$ cat src/rtl/select_control_unit_pkg.sv
// Shared constants for the select/encode control unit: step encodings,
// opcode map, ALU ADD code and the registered control bundle.
// Optional mul/div support: SELECT_CTRL_MULDIV_EN.
package cpu_ctrl_pkg;

    typedef enum logic [2:0] {
        T0, T1, T2, T3, T4, T5, T6, T7
    } step_t;

    localparam logic [4:0] OP_LD   = 5'b00000;
    localparam logic [4:0] OP_LDI  = 5'b00001;
    localparam logic [4:0] OP_ST   = 5'b00010;
    localparam logic [4:0] OP_ADD  = 5'b00011;
    localparam logic [4:0] OP_SUB  = 5'b00100;
    localparam logic [4:0] OP_AND  = 5'b00101;
    localparam logic [4:0] OP_OR   = 5'b00110;
    localparam logic [4:0] OP_ADDI = 5'b01100;
    localparam logic [4:0] OP_MUL  = 5'b01111;
    localparam logic [4:0] OP_DIV  = 5'b10000;
    localparam logic [4:0] OP_BR   = 5'b10010;
    localparam logic [4:0] OP_NOP  = 5'b11010;
    localparam logic [4:0] OP_HALT = 5'b11011;

    localparam logic [4:0] ALU_ADD = 5'b00011;

    typedef struct packed {
        logic       gra;
        logic       grb;
        logic       grc;
        logic       r_in;
        logic       r_out;
        logic       ba_out;
        logic       pc_out;
        logic       pc_in;
        logic       inc_pc;
        logic       mar_in;
        logic       mdr_in;
        logic       mdr_out;
        logic       ir_in;
        logic       y_in;
        logic       z_in;
        logic       zlow_out;
        logic       zhigh_out;
        logic       hi_in;
        logic       lo_in;
        logic       c_out;
        logic       con_in;
        logic       read;
        logic       write;
        logic [4:0] alu_op;
    } ctrl_t;

    // Final step of each instruction; unknown opcodes end at T2.
    function automatic step_t last_step(logic [4:0] op);
        case (op)
            OP_ADD, OP_SUB, OP_AND, OP_OR,
            OP_LDI, OP_ADDI: return T5;
            OP_LD, OP_ST:    return T7;
            OP_BR:           return T6;
`ifdef SELECT_CTRL_MULDIV_EN
            OP_MUL, OP_DIV:  return T6;
`endif
            default:         return T2;
        endcase
    endfunction

endpackage

$ cat src/rtl/select_control_unit_if.sv
// Control-unit bus: instruction/status inputs and all control strobes.
// master = control unit side, slave = datapath side.
interface select_control_unit_if;
    logic       stop;
    logic [4:0] opcode;
    logic       con_ff;
    logic       mem_ready;
    logic       gra, grb, grc, r_in, r_out, ba_out;
    logic       pc_out, pc_in, inc_pc, mar_in;
    logic       mdr_in, mdr_out, ir_in;
    logic       y_in, z_in, zlow_out, zhigh_out;
    logic       hi_in, lo_in, c_out, con_in;
    logic       read, write;
    logic [4:0] alu_op;
    logic       run;
    logic [2:0] step;

    modport master (
        input  stop, opcode, con_ff, mem_ready,
        output gra, grb, grc, r_in, r_out, ba_out,
        output pc_out, pc_in, inc_pc, mar_in,
        output mdr_in, mdr_out, ir_in,
        output y_in, z_in, zlow_out, zhigh_out,
        output hi_in, lo_in, c_out, con_in,
        output read, write, alu_op, run, step
    );

    modport slave (
        output stop, opcode, con_ff, mem_ready,
        input  gra, grb, grc, r_in, r_out, ba_out,
        input  pc_out, pc_in, inc_pc, mar_in,
        input  mdr_in, mdr_out, ir_in,
        input  y_in, z_in, zlow_out, zhigh_out,
        input  hi_in, lo_in, c_out, con_in,
        input  read, write, alu_op, run, step
    );
endinterface

$ cat src/rtl/select_control_unit_step_decoder.sv
// Combinational step/opcode -> control bundle decode (step_decoder).
// In: step, op, halted, con_ff. Out: ctrl. Mul/div: SELECT_CTRL_MULDIV_EN.
module step_decoder
    import cpu_ctrl_pkg::*;
(
    input  step_t      step,
    input  logic [4:0] op,
    input  logic       halted,
    input  logic       con_ff,
    output ctrl_t      ctrl
);

    logic is_alu, is_imm, is_mem, is_ld, is_st, is_br, is_md;

    assign is_ld  = (op == OP_LD);
    assign is_st  = (op == OP_ST);
    assign is_mem = is_ld | is_st;
    assign is_imm = (op == OP_LDI) | (op == OP_ADDI);
    assign is_br  = (op == OP_BR);
    assign is_alu = (op == OP_ADD) | (op == OP_SUB) |
                    (op == OP_AND) | (op == OP_OR);
`ifdef SELECT_CTRL_MULDIV_EN
    assign is_md  = (op == OP_MUL) | (op == OP_DIV);
`else
    assign is_md  = 1'b0;
`endif

    always_comb begin
        ctrl = '0;
        if (!halted) begin
            case (step)
                T0: begin
                    ctrl.pc_out = 1'b1;
                    ctrl.mar_in = 1'b1;
                    ctrl.inc_pc = 1'b1;
                    ctrl.z_in   = 1'b1;
                end
                T1: begin
                    ctrl.zlow_out = 1'b1;
                    ctrl.pc_in    = 1'b1;
                    ctrl.read     = 1'b1;
                    ctrl.mdr_in   = 1'b1;
                end
                T2: begin
                    ctrl.mdr_out = 1'b1;
                    ctrl.ir_in   = 1'b1;
                end
                T3: unique case (1'b1)
                    is_alu: begin
                        ctrl.grb   = 1'b1;
                        ctrl.r_out = 1'b1;
                        ctrl.y_in  = 1'b1;
                    end
                    is_imm, is_mem: begin
                        ctrl.grb    = 1'b1;
                        ctrl.ba_out = 1'b1;
                        ctrl.y_in   = 1'b1;
                    end
                    is_br: begin
                        ctrl.gra    = 1'b1;
                        ctrl.r_out  = 1'b1;
                        ctrl.con_in = 1'b1;
                    end
                    is_md: begin
                        ctrl.gra   = 1'b1;
                        ctrl.r_out = 1'b1;
                        ctrl.y_in  = 1'b1;
                    end
                    default: ;
                endcase
                T4: unique case (1'b1)
                    is_alu: begin
                        ctrl.grc    = 1'b1;
                        ctrl.r_out  = 1'b1;
                        ctrl.z_in   = 1'b1;
                        ctrl.alu_op = op;
                    end
                    is_imm, is_mem: begin
                        ctrl.c_out  = 1'b1;
                        ctrl.z_in   = 1'b1;
                        ctrl.alu_op = ALU_ADD;
                    end
                    is_br: begin
                        ctrl.pc_out = 1'b1;
                        ctrl.y_in   = 1'b1;
                    end
                    is_md: begin
                        ctrl.grb    = 1'b1;
                        ctrl.r_out  = 1'b1;
                        ctrl.z_in   = 1'b1;
                        ctrl.alu_op = op;
                    end
                    default: ;
                endcase
                T5: unique case (1'b1)
                    is_alu, is_imm: begin
                        ctrl.zlow_out = 1'b1;
                        ctrl.gra      = 1'b1;
                        ctrl.r_in     = 1'b1;
                    end
                    is_mem: begin
                        ctrl.zlow_out = 1'b1;
                        ctrl.mar_in   = 1'b1;
                    end
                    is_br: begin
                        ctrl.c_out  = 1'b1;
                        ctrl.z_in   = 1'b1;
                        ctrl.alu_op = ALU_ADD;
                    end
                    is_md: begin
                        ctrl.zlow_out = 1'b1;
                        ctrl.lo_in    = 1'b1;
                    end
                    default: ;
                endcase
                T6: unique case (1'b1)
                    is_ld: begin
                        ctrl.read   = 1'b1;
                        ctrl.mdr_in = 1'b1;
                    end
                    is_st: begin
                        ctrl.gra    = 1'b1;
                        ctrl.r_out  = 1'b1;
                        ctrl.mdr_in = 1'b1;
                    end
                    is_br: begin
                        ctrl.zlow_out = 1'b1;
                        ctrl.pc_in    = con_ff;
                    end
                    is_md: begin
                        ctrl.zhigh_out = 1'b1;
                        ctrl.hi_in     = 1'b1;
                    end
                    default: ;
                endcase
                T7: unique case (1'b1)
                    is_ld: begin
                        ctrl.mdr_out = 1'b1;
                        ctrl.gra     = 1'b1;
                        ctrl.r_in    = 1'b1;
                    end
                    is_st: ctrl.write = 1'b1;
                    default: ;
                endcase
                default: ;
            endcase
        end
    end

endmodule

$ cat src/rtl/select_control_unit.sv
// Step sequencer with registered Moore control outputs.
// Ports: clock, reset, bus (master). Mul/div: SELECT_CTRL_MULDIV_EN.
module select_control_unit
    import cpu_ctrl_pkg::*;
(
    input  logic                  clock,
    input  logic                  reset,
    select_control_unit_if.master bus
);

    step_t      step_q, step_d;
    logic [4:0] op_q, op_d, cur_op;
    logic       halted_q, halted_d;
    logic       idle_q, run_q, mem_wait;
    ctrl_t      ctrl_q, ctrl_d;

    // In T2 the opcode is still on the bus; later steps use the latch.
    assign cur_op = (step_q == T2) ? bus.opcode : op_q;

    assign mem_wait = !bus.mem_ready &&
        ((step_q == T1) ||
         (step_q == T6 && op_q == OP_LD) ||
         (step_q == T7 && op_q == OP_ST));

    always_comb begin
        step_d   = step_q;
        op_d     = op_q;
        halted_d = halted_q;
        // idle_q: one quiet T0 right after reset, then T0 controls.
        if (idle_q || halted_q) begin
            step_d = T0;
        end else if (!mem_wait) begin
            if (step_q == T2)
                op_d = bus.opcode;
            if (step_q == T2 && bus.opcode == OP_HALT) begin
                step_d   = T0;
                halted_d = 1'b1;
            end else if (step_q == last_step(cur_op)) begin
                step_d   = T0;
                halted_d = bus.stop;
            end else begin
                step_d = step_t'(step_q + 3'd1);
            end
        end
    end

    // Decode the next state so the registered outputs match step_q.
    step_decoder u_dec (
        .step   (step_d),
        .op     (op_d),
        .halted (halted_d),
        .con_ff (bus.con_ff),
        .ctrl   (ctrl_d)
    );

    always_ff @(posedge clock) begin
        if (reset) begin
            step_q   <= T0;
            op_q     <= '0;
            halted_q <= 1'b0;
            idle_q   <= 1'b1;
            ctrl_q   <= '0;
            run_q    <= 1'b1;
        end else begin
            step_q   <= step_d;
            op_q     <= op_d;
            halted_q <= halted_d;
            idle_q   <= 1'b0;
            ctrl_q   <= ctrl_d;
            run_q    <= ~halted_d;
        end
    end

    assign bus.gra       = ctrl_q.gra;
    assign bus.grb       = ctrl_q.grb;
    assign bus.grc       = ctrl_q.grc;
    assign bus.r_in      = ctrl_q.r_in;
    assign bus.r_out     = ctrl_q.r_out;
    assign bus.ba_out    = ctrl_q.ba_out;
    assign bus.pc_out    = ctrl_q.pc_out;
    assign bus.pc_in     = ctrl_q.pc_in;
    assign bus.inc_pc    = ctrl_q.inc_pc;
    assign bus.mar_in    = ctrl_q.mar_in;
    assign bus.mdr_in    = ctrl_q.mdr_in;
    assign bus.mdr_out   = ctrl_q.mdr_out;
    assign bus.ir_in     = ctrl_q.ir_in;
    assign bus.y_in      = ctrl_q.y_in;
    assign bus.z_in      = ctrl_q.z_in;
    assign bus.zlow_out  = ctrl_q.zlow_out;
    assign bus.zhigh_out = ctrl_q.zhigh_out;
    assign bus.hi_in     = ctrl_q.hi_in;
    assign bus.lo_in     = ctrl_q.lo_in;
    assign bus.c_out     = ctrl_q.c_out;
    assign bus.con_in    = ctrl_q.con_in;
    assign bus.read      = ctrl_q.read;
    assign bus.write     = ctrl_q.write;
    assign bus.alu_op    = ctrl_q.alu_op;
    assign bus.run       = run_q;
    assign bus.step      = step_q;

endmodule

$ cat src/flat_wrapper.sv
// flat-port wrapper written by rule: the top's interface ports become plain ports
module select_control_unit_flat import cpu_ctrl_pkg::*;
  (clock, reset, bus_stop, bus_opcode, bus_con_ff, bus_mem_ready, bus_gra, bus_grb, bus_grc, bus_r_in, bus_r_out, bus_ba_out, bus_pc_out, bus_pc_in, bus_inc_pc, bus_mar_in, bus_mdr_in, bus_mdr_out, bus_ir_in, bus_y_in, bus_z_in, bus_zlow_out, bus_zhigh_out, bus_hi_in, bus_lo_in, bus_c_out, bus_con_in, bus_read, bus_write, bus_alu_op, bus_run, bus_step);
  select_control_unit_if bus_i ();
  input  logic clock;
  input  logic reset;
  input wire logic [$bits(bus_i.stop)-1:0] bus_stop;
  input wire logic [$bits(bus_i.opcode)-1:0] bus_opcode;
  input wire logic [$bits(bus_i.con_ff)-1:0] bus_con_ff;
  input wire logic [$bits(bus_i.mem_ready)-1:0] bus_mem_ready;
  output wire logic [$bits(bus_i.gra)-1:0] bus_gra;
  output wire logic [$bits(bus_i.grb)-1:0] bus_grb;
  output wire logic [$bits(bus_i.grc)-1:0] bus_grc;
  output wire logic [$bits(bus_i.r_in)-1:0] bus_r_in;
  output wire logic [$bits(bus_i.r_out)-1:0] bus_r_out;
  output wire logic [$bits(bus_i.ba_out)-1:0] bus_ba_out;
  output wire logic [$bits(bus_i.pc_out)-1:0] bus_pc_out;
  output wire logic [$bits(bus_i.pc_in)-1:0] bus_pc_in;
  output wire logic [$bits(bus_i.inc_pc)-1:0] bus_inc_pc;
  output wire logic [$bits(bus_i.mar_in)-1:0] bus_mar_in;
  output wire logic [$bits(bus_i.mdr_in)-1:0] bus_mdr_in;
  output wire logic [$bits(bus_i.mdr_out)-1:0] bus_mdr_out;
  output wire logic [$bits(bus_i.ir_in)-1:0] bus_ir_in;
  output wire logic [$bits(bus_i.y_in)-1:0] bus_y_in;
  output wire logic [$bits(bus_i.z_in)-1:0] bus_z_in;
  output wire logic [$bits(bus_i.zlow_out)-1:0] bus_zlow_out;
  output wire logic [$bits(bus_i.zhigh_out)-1:0] bus_zhigh_out;
  output wire logic [$bits(bus_i.hi_in)-1:0] bus_hi_in;
  output wire logic [$bits(bus_i.lo_in)-1:0] bus_lo_in;
  output wire logic [$bits(bus_i.c_out)-1:0] bus_c_out;
  output wire logic [$bits(bus_i.con_in)-1:0] bus_con_in;
  output wire logic [$bits(bus_i.read)-1:0] bus_read;
  output wire logic [$bits(bus_i.write)-1:0] bus_write;
  output wire logic [$bits(bus_i.alu_op)-1:0] bus_alu_op;
  output wire logic [$bits(bus_i.run)-1:0] bus_run;
  output wire logic [$bits(bus_i.step)-1:0] bus_step;
  assign bus_i.stop = bus_stop;
  assign bus_i.opcode = bus_opcode;
  assign bus_i.con_ff = bus_con_ff;
  assign bus_i.mem_ready = bus_mem_ready;
  assign bus_gra = bus_i.gra;
  assign bus_grb = bus_i.grb;
  assign bus_grc = bus_i.grc;
  assign bus_r_in = bus_i.r_in;
  assign bus_r_out = bus_i.r_out;
  assign bus_ba_out = bus_i.ba_out;
  assign bus_pc_out = bus_i.pc_out;
  assign bus_pc_in = bus_i.pc_in;
  assign bus_inc_pc = bus_i.inc_pc;
  assign bus_mar_in = bus_i.mar_in;
  assign bus_mdr_in = bus_i.mdr_in;
  assign bus_mdr_out = bus_i.mdr_out;
  assign bus_ir_in = bus_i.ir_in;
  assign bus_y_in = bus_i.y_in;
  assign bus_z_in = bus_i.z_in;
  assign bus_zlow_out = bus_i.zlow_out;
  assign bus_zhigh_out = bus_i.zhigh_out;
  assign bus_hi_in = bus_i.hi_in;
  assign bus_lo_in = bus_i.lo_in;
  assign bus_c_out = bus_i.c_out;
  assign bus_con_in = bus_i.con_in;
  assign bus_read = bus_i.read;
  assign bus_write = bus_i.write;
  assign bus_alu_op = bus_i.alu_op;
  assign bus_run = bus_i.run;
  assign bus_step = bus_i.step;
  select_control_unit u_core (.clock(clock), .reset(reset), .bus(bus_i));
endmodule
$ cat config.mk
export PLATFORM = sky130hd
export DESIGN_NAME = select_control_unit_flat
export DESIGN_NICKNAME = d
export VERILOG_FILES = /design/src/rtl/select_control_unit_pkg.sv /design/src/rtl/select_control_unit_if.sv /design/src/rtl/select_control_unit_step_decoder.sv /design/src/rtl/select_control_unit.sv /design/src/flat_wrapper.sv
export SDC_FILE = /design/constraint.sdc
export NUM_CORES = 1
export LEC_CHECK = 0
export CAP_MARGIN = 20
export CORE_MARGIN = 2
export CORE_UTILIZATION = 47
export CTS_CLUSTER_SIZE = 12
export DETAILED_ROUTE_END_ITERATION = 8
export HOLD_SLACK_MARGIN = 0.02
export PLACE_DENSITY = 0.76
export SLEW_MARGIN = 30
export SYNTH_ARGS = -nofsm -noshare
export SYNTH_HDL_FRONTEND = slang
export SYNTH_SLANG_ARGS = --single-unit
$ cat constraint.sdc
create_clock -name clock -period 3.6 [get_ports clock]
set_input_delay 1.08 -clock clock [delete_from_list [all_inputs] [get_ports clock]]
set_output_delay 1.08 -clock clock [all_outputs]
set_load 0.01 [all_outputs]
## Word-level counts from Yosys, hierarchy flattened

Memory sizes are Yosys's and may differ from the RTL's.
Index checks and enable logic that the tools add are counted.

- $add $sub $neg: 1
- $mul: 0
- Div/mod/pow operators: 0
- $lt $le $gt $ge: 0
- Equality and inequality tests: 22
- Shift-type cells: 0
- Muxes and demuxes: 44
- Bitwise gates (word level): 9
- Reductions and logical operators: 20

Operators by type and width:

| operator | count |
|---|---|
| 3-bit two-way mux | 7 |
| 5-bit one-hot mux with 2 select lines | 2 |
| 3-bit equality test, second input constant | 6 |
| 1-bit two-way mux | 18 |
| 1-bit one-hot mux with 2 select lines | 9 |
| 5-bit by 2-bit equality test with 1-bit output, second input constant | 3 |
| 5-bit by 3-bit equality test with 1-bit output, second input constant | 3 |
| 5-bit two-way mux | 3 |
| 3-bit OR reduction | 4 |
| 5-bit equality test, second input constant | 2 |
| 5-bit zero test | 2 |
| 2-bit OR reduction | 5 |
| 3-bit by 2-bit equality test with 1-bit output, second input constant | 3 |
| 1-bit one-hot mux with 3 select lines | 3 |
| 3-bit by 1-bit equality test with 1-bit output, second input constant | 2 |
| 5-bit by 1-bit equality test with 1-bit output, second input constant | 1 |
| 5-bit by 4-bit equality test with 1-bit output, second input constant | 1 |
| 1-bit bitwise OR | 5 |
| 1-bit logical AND | 4 |
| 1-bit inverter | 4 |
| 1-bit one-hot mux with 4 select lines | 1 |
| 3-bit by 1-bit adder with 3-bit output, second input constant | 1 |
| 3-bit equality test | 1 |
| 3-bit zero test | 1 |
| other kinds (3) | 5 |

- Register bits: 39
- Bits in latches: 0
- Bits in writable memories: 0
- ROM bits: 96
- Input bits: 10
- Output and inout port bits: 32
- Memories kept: 1

Memories:

| name | depth | width | read ports | clocked after memory_dff | write ports | line | source |
|---|---|---|---|---|---|---|---|
| (name not given) | 32 | 3 | 1 | 0 | 0 | select_control_unit_pkg.sv:55 | `case (op)` |

## Depth between registers and ports, before layout

- Depth in word-level cells: 15
- Depth in mapped cells: 14
- Depth with buffers taken out: 12

## By module

From an unflattened synthesis, not the netlist that was laid out.

- Cells, all modules: 254
- Area total of the unflattened synthesis: 2,270.9 um2

By module, submodules not included:

| module | times used | cells each | area an instance (um2) | sequential area each (um2) |
|---|---|---|---|---|
| select_control_unit | 1 | 167 | 1,700.4 | 780.7 |
| step_decoder | 1 | 87 | 570.5 | 0.0 |

## Worst setup path after synthesis

OpenSTA, ideal clock, no wires.

- Path kind: input-to-reg
- Start: input bus_opcode[1]
- End: register u_core.ctrl_q, in the netlist u_core.bus.gra
- Arrival time: 3,076 ps
- Data required time: 3,473 ps
- Path slack: 397 ps
- Cell stages on the path: 8
- Buffers on the path: 0
- Cell sequence: mux2_4 o311ai_4 a211oi_2 or2_4 o41a_1 and2_4 and3_4 or3_1

- Longest elaborated chain between the ends: 12
- Elaborated cells between the ends (all ways): 42
- Classes of those cells: 14 x eq/ne; 19 x mux; 4 x bitwise; 4 x reduce/logical; 1 x memory

RTL lines:

| element | line | source |
|---|---|---|
| start: declaration | flat_wrapper.sv:8 | `input wire logic [$bits(bus_i.opcode)-1:0] bus_opcode;` |
| 5-bit two-way mux | select_control_unit.sv:18, select_control_unit.sv:33 |  |
| memory 32 x 3 bit | n/a |  |
| 3-bit two-way mux | select_control_unit.sv:35 | `if (step_q == T2 && bus.opcode == OP_HALT) begin` |
| 3-bit two-way mux | select_control_unit.sv:32 | `end else if (!mem_wait) begin` |
| 3-bit two-way mux | select_control_unit.sv:30 | `if (idle_q \|\| halted_q) begin` |
| 3-bit equality test | select_control_unit.sv:38 | `end else if (step_q == last_step(cur_op)) begin` |
| 3-bit two-way mux | select_control_unit.sv:38 |  |
| 3-bit two-way mux | select_control_unit.sv:35 |  |
| 3-bit two-way mux | select_control_unit.sv:32 |  |
| 3-bit two-way mux | select_control_unit.sv:30 |  |
| 3-bit equality test / 3-bit by 2-bit equality test with 1-bit output (equally long branches) | select_control_unit_step_decoder.sv:31 | `case (step)` |
| 1-bit one-hot mux with 4 select lines | select_control_unit_step_decoder.sv:31 |  |
| end signal: assignment | select_control_unit.sv:69 | `ctrl_q <= ctrl_d;` |
| end: declaration | select_control_unit.sv:15 | `ctrl_t ctrl_q, ctrl_d;` |

Several ways; a longest one is shown, not always the timed one. The select of a mux whose other input is x is not followed.
A chain may end at the register's enable or synchronous reset.

## Worst setup path after layout

- Start: input bus_opcode[1]
- End: register u_core.ctrl_q, in the netlist u_core.bus.z_in

- Longest elaborated chain between the ends: 12
- Elaborated cells between the ends (all ways): 40
- Classes of those cells: 12 x eq/ne; 17 x mux; 5 x bitwise; 5 x reduce/logical; 1 x memory

RTL lines:

| element | line |
|---|---|
| 5-bit two-way mux | select_control_unit.sv:18, select_control_unit.sv:33 |
| memory 32 x 3 bit | n/a |
| 3-bit two-way mux | select_control_unit.sv:35 |
| 3-bit two-way mux | select_control_unit.sv:32 |
| 3-bit two-way mux | select_control_unit.sv:30 |
| 3-bit equality test | select_control_unit.sv:38 |
| 3-bit two-way mux | select_control_unit.sv:38 |
| 3-bit two-way mux | select_control_unit.sv:35 |
| 3-bit two-way mux | select_control_unit.sv:32 |
| 3-bit two-way mux | select_control_unit.sv:30 |
| 3-bit equality test / 3-bit zero test (equally long branches) | select_control_unit_step_decoder.sv:31 |
| 1-bit one-hot mux with 3 select lines | select_control_unit_step_decoder.sv:31 |

Several ways; a longest one is shown, not always the timed one. The select of a mux whose other input is x is not followed.

==> flow_summary_export.csv <==
group,metric,value,unit
pwr,pwr-share-seq,38.7,%
min_path,hold_class,"flop to flop",
cts,clock_path_buffers,2,
pwr,peakVddDrop,0.3267,mV
timing,hold_slack,0.6124,ns
logic_synthesis,async_reset_ff_share,0,%
floorplan,die_width,66.24,um
logic_synthesis,synth_most_common_cell,"dfxtp_1",
setup_path,cp.required,3.81,ns
logic_synthesis,synthTopCellsByCount,"36 x dfxtp_1, 22 x nor2_1, 16 x nand2_1, 12 x a21oi_1",
pwr,power.density,410.0,mW/mm^2
logic_synthesis,ys_seq_elements,36,
pwr,intPower,0.0008573,W
timing,clock_skew,0.008515,ns
timing,max_freq,290.0,MHz
drt,routedWlPerCell,13.50,um
logic_synthesis,avgSynthCellArea,9.012,sq um
pwr,comb_power_share,16.6,%
drt,num_vias,1770,
logic_synthesis,synth_top_area_share,39.59,%
pwr,p_leak,1.124,nW
cts,post_cts_resized,0,
pwr,pwr-share-clk,44.7,%
timing,setup_ws,0.1512,ns
global_route,grt_pass1_vias,1713,
timing,hold_violations,0,
pwr,switchingPower,0.0002404,W
logic_synthesis,synth_edf_count,0,
place,place.gp.congestion,0.8574,
drt,routed_wl,4.467,mm
global_route,grt_overflow,0,
setup_path,critical_path_arrival,3.66,ns
final_layout,diodes,0,
floorplan,rows,22,
job,cap_violations,0,
setup_path,crit_path_max_fanout,6,
final_layout,utilization,72.59,%
floorplan,boundaryPins,42,
floorplan,core,0.003689,sq mm
logic_synthesis,synth_area_leaders,"dfxtp_1 40%, nor2_1 4.5%, a21oi_1 3.3%",
final_layout,nNetsFinal,296,
drt,drtIter0Drc,83,
pwr,p_sw_share,21.90,%
floorplan,die_y,66.24,um
drt,dr.pass1.iters,4,
timing,fin_crit_sh,95.80,%
drt,drc_errors,0,
setup_path,crit_type,"input pin to flop",
cts,numCtsBuffers,5,
cts,ctsHoldBuffers,0,
place,dp_cells,323,
logic_synthesis,synth_area,0.001820,sq mm
final_layout,drive_gt1_share,22.26,%
timing,setup_viol,0,
cts,clkLatencyLatePin,0.30,ns
cts,cts_tree,"built",
final_layout,area_growth,47.08,%
global_route,grt_max_degree,13,
outcome,outcome,"finished, final reports clean",
floorplan,dieArea,0.004387,sq mm
cts,path_clk_slew,0.07,ns
logic_synthesis,ys.flop_type,"dfxtp_1",
global_route,grt_usage,23.37,%
timing,fin_crit,3.449,ns
timing,drv_slew,0,
place,post-place-ws,-0.1324,ns
min_path,holdPathStages,2,
floorplan,initial_core_util,49.36,%
place,dp_hpwl,3.510,mm
global_route,grt_pass1_wl,7.631,mm
pwr,finalPower,0.001098,W
setup_path,worst_setup_path_end_kind,"flop",
global_route,antenna_found_initial,0,
logic_synthesis,synth_cell_types,53,
logic_synthesis,yosys.area.top_type,"dfxtp_1",
setup_path,reg2reg_depth,10,
logic_synthesis,synth.yosys.seq_area_share,39.59,%
cts,clock-sinks,36,
final_layout,fin_cells,331,
setup_path,worst_setup_path_start_kind,"input pin",
cts,cts-htree-levels,2,
drt,postRouteAntennaNets,0,
timing,rsz0062_at_grt,"no",
cts,root_buffer,"clkbuf_8",
drt,viasPerCell,5.347,
place,port_buffers,38,
logic_synthesis,yosysWarnings,0,
logic_synthesis,syn_inst,202,
cts,cts_setup_buffers,0,
-- per-stage QoR --
step	TNS, ns	cell area (sq um)
after CTS	0	2678
after detailed placement	-0.6995	2519
after global placement	-0.3868	2519
after floorplan	0	1836
after global routing	0	2678
final	0	2678
-- placed cells by master (no fill, tap or decap), types with 4 or more instances in the layout --
cell | synthesis | final
buf_4 | 3 | 39
a21oi_1 | 12 | 12
inv_1 | 9 | 9
ha_1 | 4 | 4
or3_1 | 5 | 5
mux2i_1 | 6 | 6
o21ai_0 | 6 | 6
nor2_1 | 22 | 22
clkbuf_8 | 0 | 5
conb_1 | 1 | 5
clkdlybuf4s50_1 | 0 | 38
nor3_1 | 9 | 9
nand2b_1 | 4 | 4
dfxtp_1 | 36 | 36
nand3_1 | 6 | 6
nand2_1 | 16 | 16
-- power groups by stage --
stage / Sequential (W) / Clock, W / Combinational, W
6_report: 0.000425 / 0.000491 / 0.000182
4_1_cts: 0.000425 / 0.000498 / 0.000181
3_5_place_dp: 0.000435 / 0 / 0.000180
5_1_grt: 0.000427 / 0.000514 / 0.000198
2_1_floorplan: 0.000443 / 0 / 0.0000785
3_3_place_gp: 0.000434 / 0 / 0.000177
-- worst max-delay path, cell delays in order --
cell,delay (ns)
clkdlybuf4s50_1,0.41
mux2_4,0.30
o21ai_0,0.26
a211oi_2,0.13
or2_4,0.27
o41a_1,0.47
buf_4,0.18
or4_1,0.47
o31ai_1,0.08
-- logic make-up (layout without fill, tap and decap cells) --
family | count (synthesis) | after routing | share of synthesized area (%)
DFF | 36 | 36 | 39.59
xor gates and xnor gates | 2 | 2 | 0.9624
AOI/OAI and AO/OA | 45 | 45 | 20.21
and+or+nand+nor | 90 | 90 | 27.56
other | 1 | 5 | 0.2060
muxes | 7 | 7 | 4.124
buffers and inverters | 17 | 94 | 4.604
adders and majority gates | 4 | 4 | 2.749
-- worst paths after layout --
kind	startpoint	to	slack (ns)
setup / recovery	bus_opcode[1]	u_core.bus.z_in$_SDFF_PP0_	0.15
hold / removal	u_core.op_q[0]$_SDFF_PP0_	u_core.op_q[0]$_SDFF_PP0_	0.61
setup reg to reg	u_core.bus.step[1]$_SDFF_PP0_	u_core.bus.z_in$_SDFF_PP0_	0.47
hold reg to reg	u_core.op_q[0]$_SDFF_PP0_	u_core.op_q[0]$_SDFF_PP0_	0.61
-- routing by layer --
metal / GRT usage, % / part of all wire [%] / routed length (um) / vias up
li1: - / - / - / 883
met1: 29.11 / 46 / 2061 / 824
met2: 37.13 / 46 / 2064 / 55
met3: 7.836 / 5.8 / 260 / 8
met4: 8.929 / 1.8 / 80 / 0
met5: 0 / 0 / 0 / -
-- area by class of cell --
cell class,instances,area (sq um)
clock buffers,5,68.82
clock inverters,3,90.09
fillers,294,1011
inverters,9,33.78
multi-input cells,153,1031
flip-flops and latches,36,720.7
well taps,48,60.06
repair buffers,77,673.1
Note: power is estimated with default switching activity, not from simulation.
